<file path="src/rtl/tour_cmd_seq_if.sv">
// Command-channel bundle between tour_cmd_seq, the UART wrapper and cmd_proc.
// The master modport is the sequencer's view; slave is the surrounding environment.
interface tour_cmd_seq_if;
    logic [15:0] cmd_UART;
    logic        cmd_rdy_UART;
    logic        clr_cmd_rdy_UART;
    logic [15:0] cmd;
    logic        cmd_rdy;
    logic        clr_cmd_rdy;
    logic        send_resp;
    logic [7:0]  resp;

    modport master (
        input  cmd_UART, cmd_rdy_UART, clr_cmd_rdy, send_resp,
        output clr_cmd_rdy_UART, cmd, cmd_rdy, resp
    );

    modport slave (
        output cmd_UART, cmd_rdy_UART, clr_cmd_rdy, send_resp,
        input  clr_cmd_rdy_UART, cmd, cmd_rdy, resp
    );
endinterface

</file>
<file path="src/rtl/tour_cmd_seq.sv">
// Plays a Knight's Tour into cmd_proc as vertical/horizontal command pairs, else passes UART commands through.
// Optional macro TOUR_ABORT_EN: a UART command with opcode 4'hF aborts playback.
module tour_cmd_seq #(
    parameter int NUM_MOVES = 24,
    parameter int IDX_W     = 5
) (
    input  logic             clk,
    input  logic             rst_n,
    input  logic             start_tour,
    input  logic [7:0]       move,
    output logic [IDX_W-1:0] mv_indx,
    output logic             tour_busy,
    output logic             tour_done,
    tour_cmd_seq_if.master   bus
);

    typedef enum logic [2:0] {IDLE, VERT, WAIT_V, HORZ, WAIT_H} state_t;

    localparam logic [7:0] RESP_IDLE = 8'hA5;
    localparam logic [7:0] RESP_TOUR = 8'h5A;

    state_t           state, nxt_state;
    logic [IDX_W-1:0] nxt_indx;
    logic             nxt_busy;
    logic             nxt_done;
    logic [7:0]       resp_q, nxt_resp;

    logic [2:0]       sel;
    logic [7:0]       v_head, h_head;
    logic [3:0]       v_sq, h_sq;
    logic [15:0]      vert_cmd, horz_cmd;

    // Lowest set bit selects the move; an all-zero move falls back to bit 0.
    always_comb begin
        sel = 3'd0;
        for (int i = 7; i >= 0; i--) begin
            if (move[i]) sel = 3'(i);
        end
        v_head = 8'h00;
        v_sq   = 4'd2;
        h_head = 8'hBF;
        h_sq   = 4'd1;
        case (sel)
            3'd0: begin v_head = 8'h00; v_sq = 4'd2; h_head = 8'hBF; h_sq = 4'd1; end
            3'd1: begin v_head = 8'h00; v_sq = 4'd2; h_head = 8'h3F; h_sq = 4'd1; end
            3'd2: begin v_head = 8'h00; v_sq = 4'd1; h_head = 8'h3F; h_sq = 4'd2; end
            3'd3: begin v_head = 8'h7F; v_sq = 4'd1; h_head = 8'h3F; h_sq = 4'd2; end
            3'd4: begin v_head = 8'h7F; v_sq = 4'd2; h_head = 8'h3F; h_sq = 4'd1; end
            3'd5: begin v_head = 8'h7F; v_sq = 4'd2; h_head = 8'hBF; h_sq = 4'd1; end
            3'd6: begin v_head = 8'h7F; v_sq = 4'd1; h_head = 8'hBF; h_sq = 4'd2; end
            default: begin v_head = 8'h00; v_sq = 4'd1; h_head = 8'hBF; h_sq = 4'd2; end
        endcase
        vert_cmd = {4'b0010, v_head, v_sq};
        horz_cmd = {4'b0011, h_head, h_sq};
    end

    always_ff @(posedge clk or negedge rst_n) begin
        if (!rst_n) begin
            state     <= IDLE;
            mv_indx   <= '0;
            tour_busy <= 1'b0;
            tour_done <= 1'b0;
            resp_q    <= RESP_IDLE;
        end else begin
            state     <= nxt_state;
            mv_indx   <= nxt_indx;
            tour_busy <= nxt_busy;
            tour_done <= nxt_done;
            resp_q    <= nxt_resp;
        end
    end

    assign bus.resp = resp_q;

    // Playback holds cmd on the current move's command through the wait state so it never glitches.
    always_comb begin
        nxt_state            = state;
        nxt_indx             = mv_indx;
        nxt_busy             = tour_busy;
        nxt_done             = 1'b0;
        nxt_resp             = resp_q;
        bus.cmd              = vert_cmd;
        bus.cmd_rdy          = 1'b0;
        bus.clr_cmd_rdy_UART = 1'b0;

        case (state)
            IDLE: begin
                bus.cmd              = bus.cmd_UART;
                bus.cmd_rdy          = bus.cmd_rdy_UART;
                bus.clr_cmd_rdy_UART = bus.clr_cmd_rdy;
                nxt_resp             = RESP_IDLE;
                if (start_tour) begin
                    nxt_state = VERT;
                    nxt_indx  = '0;
                    nxt_busy  = 1'b1;
                end
            end
            VERT: begin
                bus.cmd_rdy = 1'b1;
                if (bus.clr_cmd_rdy) nxt_state = WAIT_V;
            end
            WAIT_V: begin
                if (bus.send_resp) begin
                    nxt_state = HORZ;
                    nxt_resp  = RESP_TOUR;
                end
            end
            HORZ: begin
                bus.cmd     = horz_cmd;
                bus.cmd_rdy = 1'b1;
                if (bus.clr_cmd_rdy) nxt_state = WAIT_H;
            end
            WAIT_H: begin
                bus.cmd = horz_cmd;
                if (bus.send_resp) begin
                    if (mv_indx == IDX_W'(NUM_MOVES - 1)) begin
                        nxt_state = IDLE;
                        nxt_busy  = 1'b0;
                        nxt_done  = 1'b1;
                        nxt_resp  = RESP_IDLE;
                    end else begin
                        nxt_state = VERT;
                        nxt_indx  = mv_indx + IDX_W'(1);
                        nxt_resp  = RESP_TOUR;
                    end
                end
            end
            default: begin
                nxt_state = IDLE;
            end
        endcase

`ifdef TOUR_ABORT_EN
        // Abort wins over any playback transition in the same cycle.
        if (state != IDLE && bus.cmd_rdy_UART && bus.cmd_UART[15:12] == 4'hF) begin
            nxt_state            = IDLE;
            nxt_indx             = '0;
            nxt_busy             = 1'b0;
            nxt_done             = 1'b0;
            nxt_resp             = RESP_IDLE;
            bus.clr_cmd_rdy_UART = 1'b1;
        end
`else
        // Without abort support UART commands simply stay pending until playback ends.
`endif
    end

endmodule

</file>
<file path="src/flat_wrapper.sv">
// flat-port wrapper written by rule: the top's interface ports become plain ports
module tour_cmd_seq_flat 
#(
    parameter int NUM_MOVES = 24,
    parameter int IDX_W     = 5
)
  (clk, rst_n, start_tour, move, mv_indx, tour_busy, tour_done, bus_cmd_UART, bus_cmd_rdy_UART, bus_clr_cmd_rdy, bus_send_resp, bus_clr_cmd_rdy_UART, bus_cmd, bus_cmd_rdy, bus_resp);
  tour_cmd_seq_if bus_i ();
  input  logic clk;
  input  logic rst_n;
  input  logic start_tour;
  input  logic [7:0] move;
  output logic [IDX_W-1:0] mv_indx;
  output logic tour_busy;
  output logic tour_done;
  input wire logic [$bits(bus_i.cmd_UART)-1:0] bus_cmd_UART;
  input wire logic [$bits(bus_i.cmd_rdy_UART)-1:0] bus_cmd_rdy_UART;
  input wire logic [$bits(bus_i.clr_cmd_rdy)-1:0] bus_clr_cmd_rdy;
  input wire logic [$bits(bus_i.send_resp)-1:0] bus_send_resp;
  output wire logic [$bits(bus_i.clr_cmd_rdy_UART)-1:0] bus_clr_cmd_rdy_UART;
  output wire logic [$bits(bus_i.cmd)-1:0] bus_cmd;
  output wire logic [$bits(bus_i.cmd_rdy)-1:0] bus_cmd_rdy;
  output wire logic [$bits(bus_i.resp)-1:0] bus_resp;
  assign bus_i.cmd_UART = bus_cmd_UART;
  assign bus_i.cmd_rdy_UART = bus_cmd_rdy_UART;
  assign bus_i.clr_cmd_rdy = bus_clr_cmd_rdy;
  assign bus_i.send_resp = bus_send_resp;
  assign bus_clr_cmd_rdy_UART = bus_i.clr_cmd_rdy_UART;
  assign bus_cmd = bus_i.cmd;
  assign bus_cmd_rdy = bus_i.cmd_rdy;
  assign bus_resp = bus_i.resp;
  tour_cmd_seq #(.NUM_MOVES(NUM_MOVES), .IDX_W(IDX_W)) u_core (.clk(clk), .rst_n(rst_n), .start_tour(start_tour), .move(move), .mv_indx(mv_indx), .tour_busy(tour_busy), .tour_done(tour_done), .bus(bus_i));
endmodule
</file>
<file path="config.mk">
export PLATFORM = sky130hd
export DESIGN_NAME = tour_cmd_seq_flat
export DESIGN_NICKNAME = d
export VERILOG_FILES = /design/src/rtl/tour_cmd_seq_if.sv /design/src/rtl/tour_cmd_seq.sv /design/src/flat_wrapper.sv
export SDC_FILE = /design/constraint.sdc
export NUM_CORES = 1
export LEC_CHECK = 0
export ABC_AREA = 1
export CAP_MARGIN = 15
export CORE_AREA = 2 2 57 59
export CTS_CLUSTER_SIZE = 8
export DETAILED_ROUTE_END_ITERATION = 10
export DIE_AREA = 0 0 59 61
export PLACE_DENSITY = 0.88
export SLEW_MARGIN = 25
export SYNTH_ARGS = -nofsm -noshare
export SYNTH_HDL_FRONTEND = slang
export SYNTH_SLANG_ARGS = --single-unit
</file>
<file path="constraint.sdc">
create_clock -name clk -period 1.5 [get_ports clk]
set_input_delay 0.15 -clock clk [delete_from_list [all_inputs] [get_ports clk]]
set_output_delay 0.15 -clock clk [all_outputs]
set_load 0.05 [all_outputs]
</file>
==> impl_metrics.py <==
metrics = {
    "route": {
        "drt-total-wl_mm": 3.70,
        "drc": 0,
        "antenna_left": 0,
        "viasPerCell": 4.97,
        "first_pass_iters": 6,
        "drt_iter0_drc": 21,
        "route.vias.total": 1386,
        "wire_per_inst_um": 13.3,
    },
    "worst_setup_path": {
        "cpMostUsedCell": "inv_4",
        "worstSetupPathType": "flip-flop to primary output",
        "critPathBufInv": 4,
        "rrSetupSlack_ns": 0,
        "startpoint": "u_core.state[1]$_DFFE_PN0P_",
        "cp_slowest_cell": "dfrtp_2",
        "path_cells": "nor2_4, inv_4, nor2_8, inv_4, nand2_4, inv_2, o211ai_1, clkbuf_16",
        "cp-end-kind": "primary output",
        "slowest_delay_ns": 0.44,
        "reg2reg_depth": 10,
        "crit_family": "flip-flops",
        "arrival_ns": 1.71,
        "crit_path_start_kind": "flip-flop",
        "crit_required_ns": 1.35,
        "worst-path-max-fanout": 3,
        "crit_end": "bus_cmd[0]",
        "path_depth": 8,
        "rr_startpoint": "u_core.state[1]$_DFFE_PN0P_",
        "crit-reg2reg-capture": "u_core.mv_indx[4]$_DFFE_PN0P_",
    },
    "placement": {
        "hpwl_mm": 2.65,
        "placed_cells": 269,
        "port_buffers": 62,
        "dpl_cell_area_mm2": 0.00209,
        "place.gp.congestion": 0.847,
    },
    "finish": {
        "area_growth_syn_to_layout_pct": 121,
        "regArea_um2": 305,
        "final_common_cell": "buf_4",
        "diodes": 0,
        "nFillCells": 185,
        "drive_above_1_share_pct": 52.0,
        "fin_nets": 278,
        "multi_input_area_um2": 810,
        "mostFrequentLayoutCells": "buf_4, clkdlybuf4s50_1, nand2_1",
        "final_area_mm2": 0.00235,
        "finalNonFillerCells": 279,
    },
    "yosys": {
        "synth-simple-area-share_pct": 42.1,
        "ys_top_cells_by_area": "dfrtp_1, nand2_1, inv_1, nor2_1, nand3_1",
        "yosysWarnings": 0,
        "yosys.cell_types.count": 30,
        "ys_ff_latch": 12,
        "avgSynthCellArea_um2": 6.70,
        "synth_top_area_cell": "dfrtp_1",
        "syn_nets": 190,
        "synth_compound_area_share_pct": 13.2,
        "synth_adder_area_share_pct": 1.18,
        "syn-cell-area_mm2": 0.00106,
        "synth_top_area_share_pct": 25.9,
        "syn-instance-count": 159,
        "yosys-mux-area-fraction_pct": 0,
        "ys_seq_area_share_pct": 28.3,
        "synth-xor-area-share_pct": 1.65,
        "synth_top_family_by_area": "simple AND/OR/NAND/NOR gates",
    },
    "floorplan": {
        "start_util_pct": 36.1,
        "die_y_um": 61,
        "core_mm2": 0.00295,
        "rows": 20,
        "die-area_mm2": 0.00360,
        "fp.dieW_um": 59,
        "ioPinCount": 63,
    },
    "timing": {
        "setup_viol": 19,
        "hold_viol_final": 0,
        "final.setup.tns_ns": -4.58,
        "fin_skew_ns": 0.00356,
        "slew_headroom_pct": 63.5,
        "slew_viol_final": 0,
        "rsz0062_at_grt": "true",
        "period_share_pct": 124,
        "hold_ws_ns": 0.223,
        "min_period_ns": 1.86,
        "setup_slack_ns": -0.360,
        "timing.fmax_ghz": 0.538,
        "worstMarginPinSlew_ns": 0.545,
    },
    "grt": {
        "grt_pass1_wl_mm": 5.29,
        "grt_max_degree": 13,
        "antenna_found_initial": 0,
        "grt_pass1_vias": 1249,
        "grt_usage_pct": 18.9,
        "grt_overflow": 0,
    },
    "hold_path": {
        "min_path_type": "input port to async pin",
    },
    "clock_tree": {
        "root_buffer": "clkbuf_4",
        "cts_buffers": 3,
        "cts_tree": "built",
        "htree_levels": 1,
        "cts_sinks": 12,
        "clk_latency_ns": 0.28,
        "clk_path_buf_depth": 2,
        "clk_pin_slew_ns": 0.08,
    },
    "pwr": {
        "p_per_area_mw_per_mm2": 2750,
        "power_leakage_nw": 1.10,
        "total_power_mw": 6.46,
        "vdd_ir_drop_max_mv": 2.45,
    },
    "outcome": {
        "status": "complete, but fails checks",
        "violations": "negative setup slack",
    },
    "flow_run": {
        "max_cap_violations": 0,
    },
}
flip-flops by register name, indices dropped and copies added (netlist names):
name              flops
u_core.tour_busy      1
u_core.mv_indx        5
u_core.bus.resp       2
u_core.tour_done      1
u_core.state          3
metrics by stage:
| step | setup WS, ns | utilization [%] |
|---|---|---|
| floorplan | -0.450 | - |
| global placement | -0.290 | 70.9 |
| detailed placement | -0.342 | 70.9 |
| CTS | -0.332 | 76.4 |
| global route | -0.413 | 79.5 |
| finish | -0.360 | 79.5 |
layout make-up:
cell class              instances  area share [%]
flip-flops and latches         12            13.0
well taps                      33            1.76
multi-input cells             116            34.5
repair buffers                 90            45.0
inverters                      24            4.26
clock buffers                   4            1.55
routing by layer:
layer  up-vias  share of wire, %  GRT usage [%]
met5         -                 0              0
met4         0               2.5           4.87
met3        15               7.1           3.41
met2        68                56           37.6
met1       628                35           20.3
li1        675                 -              -
cells by family (layout without fill, tap and decap cells):
kind of cell               Yosys count  in the layout
buffers and inverters               31            118
and+or+nand+nor                     91             91
DFF                                 12             12
adders and majority gates            1              1
AOI/OAI and AO/OA                   22             22
xor gates and xnor gates             2              2
how the worst min path moves through the flow:
stage                                 start                        endpoint  slack [ns]  cells after the start
2_1_floorplan                         rst_n  u_core.bus.resp[6]$_DFFE_PN0P_       -0.15                      0
3_3_place_gp   u_core.tour_busy$_DFFE_PN0P_    u_core.tour_busy$_DFFE_PN0P_        0.51                      2
3_5_place_dp   u_core.tour_busy$_DFFE_PN0P_    u_core.tour_busy$_DFFE_PN0P_        0.52                      2
4_1_cts                               rst_n   u_core.mv_indx[3]$_DFFE_PN0P_        0.24                      1
5_1_grt                               rst_n   u_core.mv_indx[3]$_DFFE_PN0P_        0.28                      1
6_report                              rst_n   u_core.mv_indx[3]$_DFFE_PN0P_        0.22                      1
cell usage after synthesis:
cell type / n
nand2_1: 45
inv_1: 20
nor2_1: 20
dfrtp_1: 11
nand3_1: 11
a21oi_1: 9
buf_4: 6
o21ai_0: 5
nor2_4: 3
o21ai_2: 3
inv_2: 2
inv_4: 2
nand2_2: 2
nand2_4: 2
o211ai_1: 2
xor2_1: 2
buf_2: 1
dfstp_2: 1
ha_1: 1
nand3_2: 1
nand3b_1: 1
nand4_1: 1
nor2_8: 1
nor3_1: 1
nor3_4: 1
o21a_1: 1
o21ai_1: 1
o21ai_4: 1
or2_2: 1
or2_4: 1
where the power goes:
group	total (mW)	switching, mW	internal (mW)
clock network	0.262	0.114	0.148
logic	5.62	3.11	2.51
registers	0.578	0.148	0.431
total	6.46	3.37	3.09
repair_timing:
action | in CTS | in global routing
resized for setup | 28 | 23
gates cloned | 1 | 0
endpoints found under the setup margin | 18 | 28
pin swaps | 4 | 7
setup buffers | 3 | 6
hold buffers | 0 | 0
worst register-to-register path, stage by stage (launching register included):
cell	delay [ns]
dfrtp_2	0.44
nor2_4	0.17
inv_4	0.07
nor2_8	0.10
inv_4	0.04
buf_4	0.15
nor2_4	0.15
inv_2	0.08
nand2_4	0.11
nand2_2	0.06
nand2_1	0.07
No activity file was read; power rests on OpenSTA's default activity.
==> RTL edit, RTL diff (same flow settings) <==
Re-encode `state_t` (5 states) as one-hot, 5 bits wide.
--- a/src/rtl/tour_cmd_seq.sv
+++ b/src/rtl/tour_cmd_seq.sv
@@ -14,7 +14,7 @@
     tour_cmd_seq_if.master   bus
 );
 
-    typedef enum logic [2:0] {IDLE, VERT, WAIT_V, HORZ, WAIT_H} state_t;
+    typedef enum logic [4:0] {IDLE = 5'b00001, VERT = 5'b00010, WAIT_V = 5'b00100, HORZ = 5'b01000, WAIT_H = 5'b10000} state_t;
 
     localparam logic [7:0] RESP_IDLE = 8'hA5;
     localparam logic [7:0] RESP_TOUR = 8'h5A;
Behaviour: same outputs for any inputs over 10 cycles, from zero or initial values and one cycle with rst_n low; not proved beyond that.
==> RTL edit against the unedited design <==
  * The flow still finishes with violations (negative setup slack)
  * Total power grew 1.3%
  * Wire length increased by 57%
  * Setup slack worse by 240 ps
  * Synthesized cell count rose by 7.5%
  * Largest cell class unchanged
  * Synthesized area increased by 5.8%
  * Design area increased by 10%
  * Die area is the same
  * Sequential cell count grew 2
==> RTL edit: results (changes against the unedited design) <==
* Status: complete, but fails checks
* Failing checks: negative setup slack
* Yosys cell types at 29 (-3.3%)
* Layout Skew at 18.3 ps (+14.7 ps)
* Fin worst setup slack at -595 ps (-235 ps)
* Share of the yosys chip area belonging to registers at 31.3% (+3.0 points)
* Met1 wire length at 2080 µm (+62%)
* Drt initial violations at 126 (+500%)
* Pre-CTS setup slack at -375 ps (-33.6 ps)
* Delay-heaviest family, CP: simple AND/OR/NAND/NOR gates
* Comb power frac at 85.7% (-1.3 points)
* Worst VDD drop at 1.12 mV (-54%)
* Vias per cell at 5.51 (+11%)
* Met2 Use GR at 46.8% (+9.2 points)
* CP peak stage delay at 410 ps (-30 ps)
* Endpoints failing setup at 32 (+13)
* Most used DFF post-synth: dfrtp_1
* Seq pwr at 0.616 mW (+6.6%)
* Nets at 298 (+7.2%)
* Critical path arrival at 1950 ps (+240 ps)
* Worst-Margin Slew at 365 ps (-181 ps)
* Vias in the first global route at 1473 (+18%)
* M3 GR Usage at 2.13% (-1.3 points)
* Total GRT Usage at 23.9% (+5.1 points)
* Syn_area_per_cell at 6.59 µm² (-1.7%)
* Detailed Route WL at 5810 µm (+57%)
* Pin count of the biggest net entering global routing at 9 (-4)
* Leakage at 1.28 nW (+16%)
* Switching Share at 52.1% (-0.16 points)
* Placed insts at 280 (+4.1%)
* Met1 Use GR at 25.5% (+5.2 points)
* 1st-pass router iterations at 4 (-2)
* Slowest stage cell, crit path: dfstp_2
* Global-route wire length before repair at 6440 µm (+22%)
* Gp weighted congestion at 0.893 (+5.5%)
* Synthesized net count at 202 (+6.3%)
* Detailed Place HPWL at 2840 µm (+7.2%)
* Layout cell share with drive strength beyond 1 at 52.3% (+0.22 points)
* Largest cells by area after synthesis: dfrtp_1, nand2_1, inv_1
* Routed met2 length at 3150 µm (+52%)
* CP Max Fanout at 6 (+3)
* Post-synth top cells: nand2_1, inv_1, nor2_1, dfrtp_1, nand3_1
* Skew-Pair Late Insertion Delay at 320 ps (+40 ps)
* DR WL met3 at 382 µm (+46%)
* Placed Area at 2190 µm² (+4.4%)
* Clock-pin slew on the worst setup and hold paths at 120 ps (+40 ps)
* Drt wl/cell at 19.4 µm (+46%)
* H-tree Lvls at 1 (unchanged)
## RTL edit: cell count changes in the layout (fill, tap and decap cells not counted), sizes merged, moves of 2 or more
cell	change
inv	+7
nand4	+2
nor2	-5
o21ai	-5
clkdlybuf4s50	-2
o22ai	+3
nand2	+10
buf	+9
dlymetal6s2s	+2
## RTL edit: through the flow
| step | power [mW] | util, % |
|---|---|---|
| floorplan | 3.18 | - |
| global placement | 5.05 | 74.0 |
| detailed placement | 5.14 | 74.0 |
| CTS | 5.95 | 81.1 |
| global route | 6.72 | 87.8 |
| finish | 6.54 | 87.8 |
## RTL edit: kinds of logic after synthesis
logic type	after synthesis	synth area share, %
AOI/OAI and AO/OA	20	11.4
xor gates and xnor gates	1	0.778
adders and majority gates	1	1.11
buffers and inverters	38	15.2
DFF	14	31.3
and+or+nand+nor	97	40.1
## RTL edit: area by class of cell
cell class / count / area, µm²
Multi-Input combinational cell: 119 / 871
Tap cell: 33 / 41.3
Timing Repair Buffer: 98 / 1170
Sequential cell: 14 / 355
Inverter: 31 / 121
Clock buffer: 4 / 36.3
Fill cell: 143 / 362
## RTL edit: timing repair
item | 4_1_cts | 5_1_grt
pin swaps | 6 | 14
gates resized for setup | 33 | 31
buffers inserted | 5 | 10
setup endpoints to repair | 23 | 30
gates cloned | 1 | 0
## RTL edit: path summary, 6_finish.rpt
check | startpoint | end | slack, ps | cells after the start
min in group clk | bus_clr_cmd_rdy | u_core.state[1] | 500 | 2
max in group asynchronous | rst_n | u_core.bus.resp[5] | 870 | 2
worst max register to register | u_core.state[0] | u_core.state[2] | -190 | 9
worst max-delay path | u_core.state[0] | bus_cmd[0] | -600 | 7
worst min register to register | u_core.mv_indx[1] | u_core.mv_indx[1] | 550 | 2
worst min-delay path | rst_n | u_core.tour_done | 80 | 1
